### src/rtl/fitness_eval_scheduler_if.sv
// rtl/fitness_eval_scheduler_if.sv - population RAM, evaluator and fitness RAM bus of the scheduler
// master: scheduler side; slave: memories and evaluator side.
interface fitness_eval_scheduler_if #(
  parameter int ADDR_WIDTH               = 3,
  parameter int INDIVIDUAL_LENGTH        = 44,
  parameter int SELF_ENERGY_VEC_LENGTH   = 12,
  parameter int INTERATION_MATRIX_LENGTH = 36,
  parameter int SELF_FIT_LENGTH          = 10
);
  logic                                pop_rd_en_o;
  logic [ADDR_WIDTH-1:0]               pop_rd_addr_o;
  logic [INDIVIDUAL_LENGTH-1:0]        pop_rd_data_i;
  logic                                eval_in_valid_o;
  logic [SELF_ENERGY_VEC_LENGTH-1:0]   eval_self_energy_o;
  logic [INTERATION_MATRIX_LENGTH-1:0] eval_interact_o;
  logic [INDIVIDUAL_LENGTH-1:0]        eval_ind_o;
  logic                                eval_out_valid_i;
  logic [SELF_FIT_LENGTH-1:0]          eval_fit_i;
  logic                                fit_wr_en_o;
  logic [ADDR_WIDTH-1:0]               fit_wr_addr_o;
  logic [SELF_FIT_LENGTH-1:0]          fit_wr_data_o;

  modport master (
    output pop_rd_en_o, pop_rd_addr_o, eval_in_valid_o, eval_self_energy_o,
           eval_interact_o, eval_ind_o, fit_wr_en_o, fit_wr_addr_o, fit_wr_data_o,
    input  pop_rd_data_i, eval_out_valid_i, eval_fit_i
  );

  modport slave (
    input  pop_rd_en_o, pop_rd_addr_o, eval_in_valid_o, eval_self_energy_o,
           eval_interact_o, eval_ind_o, fit_wr_en_o, fit_wr_addr_o, fit_wr_data_o,
    output pop_rd_data_i, eval_out_valid_i, eval_fit_i
  );
endinterface

### src/rtl/fitness_eval_scheduler.sv
// rtl/fitness_eval_scheduler.sv - sweeps the population through the fitness evaluator
// Reads each individual, issues it, waits (with timeout) for the fitness, writes it back, tracks the minimum.
module fitness_eval_scheduler #(
  parameter int POP_SIZE                 = 8,
  parameter int ADDR_WIDTH               = 3,
  parameter int INDIVIDUAL_LENGTH        = 44,
  parameter int SELF_ENERGY_VEC_LENGTH   = 12,
  parameter int INTERATION_MATRIX_LENGTH = 36,
  parameter int SELF_FIT_LENGTH          = 10,
  parameter int TIMEOUT_CYCLES           = 255
) (
  input  logic                                clk_i,
  input  logic                                rst,
  input  logic                                start_i,
  input  logic                                abort_i,
  input  logic [SELF_ENERGY_VEC_LENGTH-1:0]   self_energy_vec_i,
  input  logic [INTERATION_MATRIX_LENGTH-1:0] interact_matrix_i,
  fitness_eval_scheduler_if.master            bus,
  output logic                                busy_o,
  output logic                                done_o,
  output logic [SELF_FIT_LENGTH-1:0]          best_fit_o,
  output logic [ADDR_WIDTH-1:0]               best_idx_o,
  output logic                                timeout_err_o
);
  localparam int CNT_W = $clog2(TIMEOUT_CYCLES + 1);
  localparam logic [CNT_W-1:0]      CNT_LAST = CNT_W'(TIMEOUT_CYCLES - 1);
  localparam logic [ADDR_WIDTH-1:0] IDX_LAST = ADDR_WIDTH'(POP_SIZE - 1);

  typedef enum logic [2:0] {
    S_IDLE, S_READ, S_LOAD, S_ISSUE, S_WAIT, S_WRITE, S_DONE
  } state_t;

  state_t                              state_q, state_d;
  logic [ADDR_WIDTH-1:0]               idx_q, idx_d;
  logic [CNT_W-1:0]                    cnt_q, cnt_d;
  logic [INDIVIDUAL_LENGTH-1:0]        ind_q, ind_d;
  logic [SELF_FIT_LENGTH-1:0]          result_q, result_d;
  logic [SELF_ENERGY_VEC_LENGTH-1:0]   se_q, se_d;
  logic [INTERATION_MATRIX_LENGTH-1:0] im_q, im_d;
  logic [SELF_FIT_LENGTH-1:0]          best_fit_q, best_fit_d;
  logic [ADDR_WIDTH-1:0]               best_idx_q, best_idx_d;
  logic                                err_q, err_d;

  always_ff @(posedge clk_i or posedge rst) begin
    if (rst) begin
      state_q    <= S_IDLE;
      idx_q      <= '0;
      cnt_q      <= '0;
      ind_q      <= '0;
      result_q   <= '0;
      se_q       <= '0;
      im_q       <= '0;
      best_fit_q <= '0;
      best_idx_q <= '0;
      err_q      <= '0;
    end else begin
      state_q    <= state_d;
      idx_q      <= idx_d;
      cnt_q      <= cnt_d;
      ind_q      <= ind_d;
      result_q   <= result_d;
      se_q       <= se_d;
      im_q       <= im_d;
      best_fit_q <= best_fit_d;
      best_idx_q <= best_idx_d;
      err_q      <= err_d;
    end
  end

  always_comb begin
    state_d    = state_q;
    idx_d      = idx_q;
    cnt_d      = cnt_q;
    ind_d      = ind_q;
    result_d   = result_q;
    se_d       = se_q;
    im_d       = im_q;
    best_fit_d = best_fit_q;
    best_idx_d = best_idx_q;
    err_d      = err_q;
    // Abort beats every other transition and freezes the best/error results.
    if (abort_i && state_q != S_IDLE) begin
      state_d = S_IDLE;
    end else begin
      case (state_q)
        S_IDLE: begin
          if (start_i) begin
            state_d    = S_READ;
            idx_d      = '0;
            se_d       = self_energy_vec_i;
            im_d       = interact_matrix_i;
            best_fit_d = '1;
            best_idx_d = '0;
            err_d      = 1'b0;
          end
        end
        S_READ:  state_d = S_LOAD;
        S_LOAD: begin
          ind_d   = bus.pop_rd_data_i;
          state_d = S_ISSUE;
        end
        S_ISSUE: begin
          cnt_d   = '0;
          state_d = S_WAIT;
        end
        S_WAIT: begin
          // A result arriving on the final timeout cycle still counts as valid.
          if (bus.eval_out_valid_i) begin
            result_d = bus.eval_fit_i;
            state_d  = S_WRITE;
          end else if (cnt_q == CNT_LAST) begin
            result_d = '1;
            err_d    = 1'b1;
            state_d  = S_WRITE;
          end else begin
            cnt_d = cnt_q + 1'b1;
          end
        end
        S_WRITE: begin
          if (result_q < best_fit_q) begin
            best_fit_d = result_q;
            best_idx_d = idx_q;
          end
          if (idx_q == IDX_LAST) begin
            state_d = S_DONE;
          end else begin
            idx_d   = idx_q + 1'b1;
            state_d = S_READ;
          end
        end
        S_DONE:  state_d = S_IDLE;
        default: state_d = S_IDLE;
      endcase
    end
  end

  assign bus.pop_rd_en_o        = (state_q == S_READ);
  assign bus.pop_rd_addr_o      = idx_q;
  assign bus.eval_in_valid_o    = (state_q == S_ISSUE);
  assign bus.eval_ind_o         = ind_q;
  assign bus.eval_self_energy_o = se_q;
  assign bus.eval_interact_o    = im_q;
  assign bus.fit_wr_en_o        = (state_q == S_WRITE);
  assign bus.fit_wr_addr_o      = idx_q;
  assign bus.fit_wr_data_o      = result_q;
  assign busy_o                 = (state_q != S_IDLE);
  assign done_o                 = (state_q == S_DONE);
  assign best_fit_o             = best_fit_q;
  assign best_idx_o             = best_idx_q;
  assign timeout_err_o          = err_q;
endmodule

### src/flat_wrapper.sv
// flat-port wrapper written by rule: the top's interface ports become plain ports
module fitness_eval_scheduler_flat 
#(
  parameter int POP_SIZE                 = 8,
  parameter int ADDR_WIDTH               = 3,
  parameter int INDIVIDUAL_LENGTH        = 44,
  parameter int SELF_ENERGY_VEC_LENGTH   = 12,
  parameter int INTERATION_MATRIX_LENGTH = 36,
  parameter int SELF_FIT_LENGTH          = 10,
  parameter int TIMEOUT_CYCLES           = 255
)
  (clk_i, rst, start_i, abort_i, self_energy_vec_i, interact_matrix_i, busy_o, done_o, best_fit_o, best_idx_o, timeout_err_o, bus_pop_rd_en_o, bus_pop_rd_addr_o, bus_eval_in_valid_o, bus_eval_self_energy_o, bus_eval_interact_o, bus_eval_ind_o, bus_fit_wr_en_o, bus_fit_wr_addr_o, bus_fit_wr_data_o, bus_pop_rd_data_i, bus_eval_out_valid_i, bus_eval_fit_i);
  fitness_eval_scheduler_if #(.ADDR_WIDTH(ADDR_WIDTH), .INDIVIDUAL_LENGTH(INDIVIDUAL_LENGTH), .SELF_ENERGY_VEC_LENGTH(SELF_ENERGY_VEC_LENGTH), .INTERATION_MATRIX_LENGTH(INTERATION_MATRIX_LENGTH), .SELF_FIT_LENGTH(SELF_FIT_LENGTH)) bus_i ();
  input  logic clk_i;
  input  logic rst;
  input  logic start_i;
  input  logic abort_i;
  input  logic [SELF_ENERGY_VEC_LENGTH-1:0] self_energy_vec_i;
  input  logic [INTERATION_MATRIX_LENGTH-1:0] interact_matrix_i;
  output logic busy_o;
  output logic done_o;
  output logic [SELF_FIT_LENGTH-1:0] best_fit_o;
  output logic [ADDR_WIDTH-1:0] best_idx_o;
  output logic timeout_err_o;
  output wire logic [$bits(bus_i.pop_rd_en_o)-1:0] bus_pop_rd_en_o;
  output wire logic [$bits(bus_i.pop_rd_addr_o)-1:0] bus_pop_rd_addr_o;
  output wire logic [$bits(bus_i.eval_in_valid_o)-1:0] bus_eval_in_valid_o;
  output wire logic [$bits(bus_i.eval_self_energy_o)-1:0] bus_eval_self_energy_o;
  output wire logic [$bits(bus_i.eval_interact_o)-1:0] bus_eval_interact_o;
  output wire logic [$bits(bus_i.eval_ind_o)-1:0] bus_eval_ind_o;
  output wire logic [$bits(bus_i.fit_wr_en_o)-1:0] bus_fit_wr_en_o;
  output wire logic [$bits(bus_i.fit_wr_addr_o)-1:0] bus_fit_wr_addr_o;
  output wire logic [$bits(bus_i.fit_wr_data_o)-1:0] bus_fit_wr_data_o;
  input wire logic [$bits(bus_i.pop_rd_data_i)-1:0] bus_pop_rd_data_i;
  input wire logic [$bits(bus_i.eval_out_valid_i)-1:0] bus_eval_out_valid_i;
  input wire logic [$bits(bus_i.eval_fit_i)-1:0] bus_eval_fit_i;
  assign bus_pop_rd_en_o = bus_i.pop_rd_en_o;
  assign bus_pop_rd_addr_o = bus_i.pop_rd_addr_o;
  assign bus_eval_in_valid_o = bus_i.eval_in_valid_o;
  assign bus_eval_self_energy_o = bus_i.eval_self_energy_o;
  assign bus_eval_interact_o = bus_i.eval_interact_o;
  assign bus_eval_ind_o = bus_i.eval_ind_o;
  assign bus_fit_wr_en_o = bus_i.fit_wr_en_o;
  assign bus_fit_wr_addr_o = bus_i.fit_wr_addr_o;
  assign bus_fit_wr_data_o = bus_i.fit_wr_data_o;
  assign bus_i.pop_rd_data_i = bus_pop_rd_data_i;
  assign bus_i.eval_out_valid_i = bus_eval_out_valid_i;
  assign bus_i.eval_fit_i = bus_eval_fit_i;
  fitness_eval_scheduler #(.POP_SIZE(POP_SIZE), .ADDR_WIDTH(ADDR_WIDTH), .INDIVIDUAL_LENGTH(INDIVIDUAL_LENGTH), .SELF_ENERGY_VEC_LENGTH(SELF_ENERGY_VEC_LENGTH), .INTERATION_MATRIX_LENGTH(INTERATION_MATRIX_LENGTH), .SELF_FIT_LENGTH(SELF_FIT_LENGTH), .TIMEOUT_CYCLES(TIMEOUT_CYCLES)) u_core (.clk_i(clk_i), .rst(rst), .start_i(start_i), .abort_i(abort_i), .self_energy_vec_i(self_energy_vec_i), .interact_matrix_i(interact_matrix_i), .bus(bus_i), .busy_o(busy_o), .done_o(done_o), .best_fit_o(best_fit_o), .best_idx_o(best_idx_o), .timeout_err_o(timeout_err_o));
endmodule
### config.mk
export PLATFORM = sky130hd
export DESIGN_NAME = fitness_eval_scheduler_flat
export DESIGN_NICKNAME = d
export VERILOG_FILES = /design/src/rtl/fitness_eval_scheduler_if.sv /design/src/rtl/fitness_eval_scheduler.sv /design/src/flat_wrapper.sv
export SDC_FILE = /design/constraint.sdc
export NUM_CORES = 1
export LEC_CHECK = 0
export CORE_MARGIN = 4
export CORE_UTILIZATION = 44
export CTS_BUF_LIST = sky130_fd_sc_hd__clkbuf_4 sky130_fd_sc_hd__clkbuf_8
export DETAILED_ROUTE_END_ITERATION = 12
export GPL_TIMING_DRIVEN = 1
export PLACE_DENSITY = 0.84
export RECOVER_POWER = 100
export SYNTH_ARGS = -nofsm -noshare
export SYNTH_HDL_FRONTEND = slang
export SYNTH_SLANG_ARGS = --single-unit
### constraint.sdc
create_clock -name clk_i -period 5.1 [get_ports clk_i]
set_clock_uncertainty 0.05 [all_clocks]
set_input_delay 0.765 -clock clk_i [delete_from_list [all_inputs] [get_ports clk_i]]
set_output_delay 0.765 -clock clk_i [all_outputs]
set_load 0.005 [all_outputs]
==> summary.txt <==
Floorplanning
  – Initial Util: 45.6%
  – Die width: 120 microns
  – Core Region: roughly 0.012 sq mm
  – Die H: approximately 120 microns
  – FP Rows: 40
  – I/O Pins: 234
  – Die area: roughly 0.015 sq mm

STA
  – Setup_tns: 0 ns
  – Fin crit share: between 70% and 80%
  – Tmin final: around 3.8 ns
  – Slew Viols, Final: ~170
  – Relative slew slack: -79.1%
  – Unrepaired setup endpoints after global routing: false
  – Worst Tran Pin Value: between 2 and 3 ns
  – Fmax: 266 MHz
  – Final hold viol count: 0
  – Final WS setup: approximately 1.3 ns
  – Final setup violation count: 0

Yosys
  – EDFF count, synth: 0
  – Ys async rst share: between 90% and 100%
  – Post-synthesis sequential area ratio: 58.4%
  – Post-synth top area cell: dfrtp_1
  – Synth Instances: roughly 420
  – Ys flop type: dfrtp_1
  – Synth unique cells: 42
  – Syn Std Cell Area: about 0.0056 sq mm
  – Post-Synthesis Net Count: around 540
  – Synth top area cells: dfrtp_1 (58%), mux2_2 (18%), ha_1 (2.9%)
  – Synth Register Bits: 130
  – Synth Warn #: 0
  – Synthesized area per cell: about 13 sq um
  – Post-synth top area share: 58.4%

CTS
  – CTS resizes: 0
  – Cts hold-fix bufs: 0
  – Sink Count: 130
  – Total CTS buffers: 17
  – TritonCTS clock tree: done
  – Clock-pin slew of the registers on the worst-case setup and hold paths: approximately 0.070 ns
  – CTS root buf: clkbuf_8
  – Post-CTS Setup Repair Bufs: 0
  – CTS Buffer Depth: 2
  – Clock Latency Late Sink: between 0.4 and 0.5 ns
  – H-tree depth: 4

GRT
  – GRT Overall Usage: about a fifth
  – Initial antenna violation count: 0
  – GRT overflow: 0
  – First-pass GRT wire length: between 20000 and 25000 microns
  – Largest net degree at the start of global routing: 50
  – Vias in the first global route: 4550

Pwr
  – Maximum VDD drop: around 0.00032 V
  – P_sw: roughly 1200 uW
  – Pwr per Cell Area: approximately 500 mW/mm^2
  – Combinational share of power: between 30% and 40%
  – Flop pwr share: 40.2%
  – Static Leak: 0.00365 uW
  – Clk pwr share: a little over a fifth
  – Internal Power: a little over 3000 uW
  – Sw frac: between 20% and 30%

Cells and area
  – Layout Nets: slightly below 800
  – Share of layout cells above drive strength 1: between 20% and 30%
  – Area of the multi-input gates: approximately 0.002 sq mm
  – N_diodes: 0
  – Layout area overhead: 50.5%
  – Filler Cell Count: 942
  – Reg area: 0.00325 sq mm

Worst hold path
  – Hold path cells: 1
  – Worst Hold Class: flop to flop
  – Hold Path Origin: u_core.bus.eval_interact_o[13]
  – Hold Path Sink: u_core.bus.eval_interact_o[13]

Worst setup path
  – CP Max Fanout: between 40 and 50
  – Startpoint Class: input port
  – Buf/Inv on CP: 2
  – Setup crit end kind: flop
  – Reg2reg start: u_core.state_q[2]
  – Worst-case reg-to-reg path depth: 4
  – Worst reg2reg endpoint: u_core.bus.eval_interact_o[3]
  – Cells along the critical path: dlygate4sd3_1 -> nand2b_1 -> nor3_1 -> clkbuf_1 -> mux2_2
  – Slowest-stage cell, CP: clkbuf_1
  – Worst Path Arrival: 4.01 ns
  – R2R Setup Slk: about 1.6 ns
  – CP required: ~5.4 ns
  – Max incr delay on CP: approximately 1.9 ns
  – Crit path kind: input port to flop
  – CP top delay family: buffers and inverters

Place
  – Dpl ws: approximately 2.1 ns
  – Hpwl dp: roughly 11000 microns
  – Port bufs: 233
  – Gpl congestion: roughly 0.84

Route
  – First-iteration detailed-routing DRC count: 258
  – ANT nets after route: 0
  – Vias/cell: between 5 and 6
  – Drt wl/cell: about 18 microns
  – Final wirelength: around 15000 microns
  – Routed vias: 4237
  – DRT Pass-1 Iters: 4
  – DRC Markers: 0

Status
  – Status: complete, but fails checks
  – Failing checks: max-capacitance violations, max-slew violations

Job
  – MaxCap Viol Count: 4
-- how the worst max path moves through the flow --
stage,start,end,slack [ns],cells past startpoint
6_report,start_i,u_core.bus.eval_interact_o[3],1.35,5
5_1_grt,start_i,u_core.bus.eval_interact_o[3],1.21,5
4_1_cts,u_core.state_q[2],bus_eval_in_valid_o,2.25,4
3_5_place_dp,abort_i,u_core.best_fit_o[8],2.13,6
3_3_place_gp,abort_i,u_core.best_fit_o[6],2.24,6
2_1_floorplan,rst,u_core.best_fit_o[0],0.82,1
-- power groups by stage --
stage	Sequential (uW)	Combinational (uW)	Clock, uW
after global placement	1740	1760	0
after detailed placement	1780	1810	0
after CTS	1770	1830	964
final	1740	1640	945
after global routing	1800	1780	1010
after floorplan	1750	676	0
-- kinds of logic (layout without fill, tap and decap cells) --
kind of cell	after synthesis	in the layout	synth area share, %
muxes	94	94	19.0
AOI/OAI and AO/OA	54	54	7.57
xor gates and xnor gates	3	3	0.472
DFF	130	130	58.4
and+or+nand+nor	83	83	7.78
buffers and inverters	45	292	3.84
adders and majority gates	13	13	2.92
-- routing by layer --
| layer | vias to the layer above | track usage [%] | part of all wire (%) |
|---|---|---|---|
| met5 | - | 0 | 0 |
| met4 | 0 | 7.44 | 2.2 |
| met3 | 24 | 8.19 | 8.8 |
| met2 | 176 | 36.3 | 50 |
| met1 | 2080 | 24.6 | 39 |
| li1 | 1957 | - | - |
-- placed cells by master (no fill, tap or decap), drive strengths merged, types with 3 or more instances in the layout --
cell type	count
a21o	3
clkinv	5
nand3	6
clkdlybuf4s50	103
a21oi	7
o21ai	16
nor3	5
o221ai	3
o221a	10
dfrtp	130
clkbuf	25
bufinv	4
clkinvlp	3
ha	13
nor2	25
xnor2	3
dlygate4sd3	130
or2	10
a31oi	3
a211o	3
inv	22
nand2b	7
mux2	93
nand2	21
-- layout make-up --
class | instances | area share, %
clock inverter | 11 | 1.91
clock buffer | 21 | 3.22
sequential | 130 | 38.8
timing repair buffer | 237 | 28.0
tap | 168 | 2.51
inverter | 23 | 1.04
multi-input combinational | 247 | 24.5
-- synth_stat cells, drive strengths merged (2+ instances only) --
cell    instances
nand3           6
buf            18
nor3b           2
o221ai          3
dfrtp         130
a21o            3
o221a          10
a31oi           3
o21ai          16
clkbuf          4
mux2           93
nor2           25
nand2b          7
o21a            2
or2            10
nand2          21
nor3            5
nand4           2
a22o            2
a211o           3
ha             13
xnor2           3
a21oi           7
inv            23
-- flip-flops by register name (all words and copies together) (netlist names) --
register	count
u_core.best_idx_o	3
u_core.best_fit_o	10
u_core.bus.eval_ind_o	44
u_core.bus.fit_wr_addr_o	3
u_core.state_q	3
u_core.timeout_err_o	1
u_core.bus.eval_self_energy_o	12
u_core.bus.fit_wr_data_o	10
u_core.cnt_q	8
u_core.bus.eval_interact_o	36
-- worst register-to-register path: cells and delay by family, from the launching register on --
| kind | cells | cell delay [ns] |
|---|---|---|
| and+or+nand+nor | 2 | 0.39 |
| muxes | 1 | 0.53 |
| DFF | 1 | 0.54 |
| buffers and inverters | 1 | 1.91 |
-- per-stage QoR --
| step | cells | total power [uW] | area [sq um] | util [%] | hold WS, ns |
|---|---|---|---|---|---|
| after floorplan | 422 | 2420 | 5570 | - | 0.400 |
| after global placement | 805 | 3500 | 8020 | 65.7 | 0.416 |
| after detailed placement | 805 | 3590 | 8020 | 65.7 | 0.428 |
| after CTS | 837 | 4560 | 8450 | 69.2 | 0.455 |
| after global routing | 837 | 4590 | 8380 | 68.6 | 0.468 |
| final | 837 | 4320 | 8380 | 68.6 | 0.448 |
(Power assumes the default switching activity.)
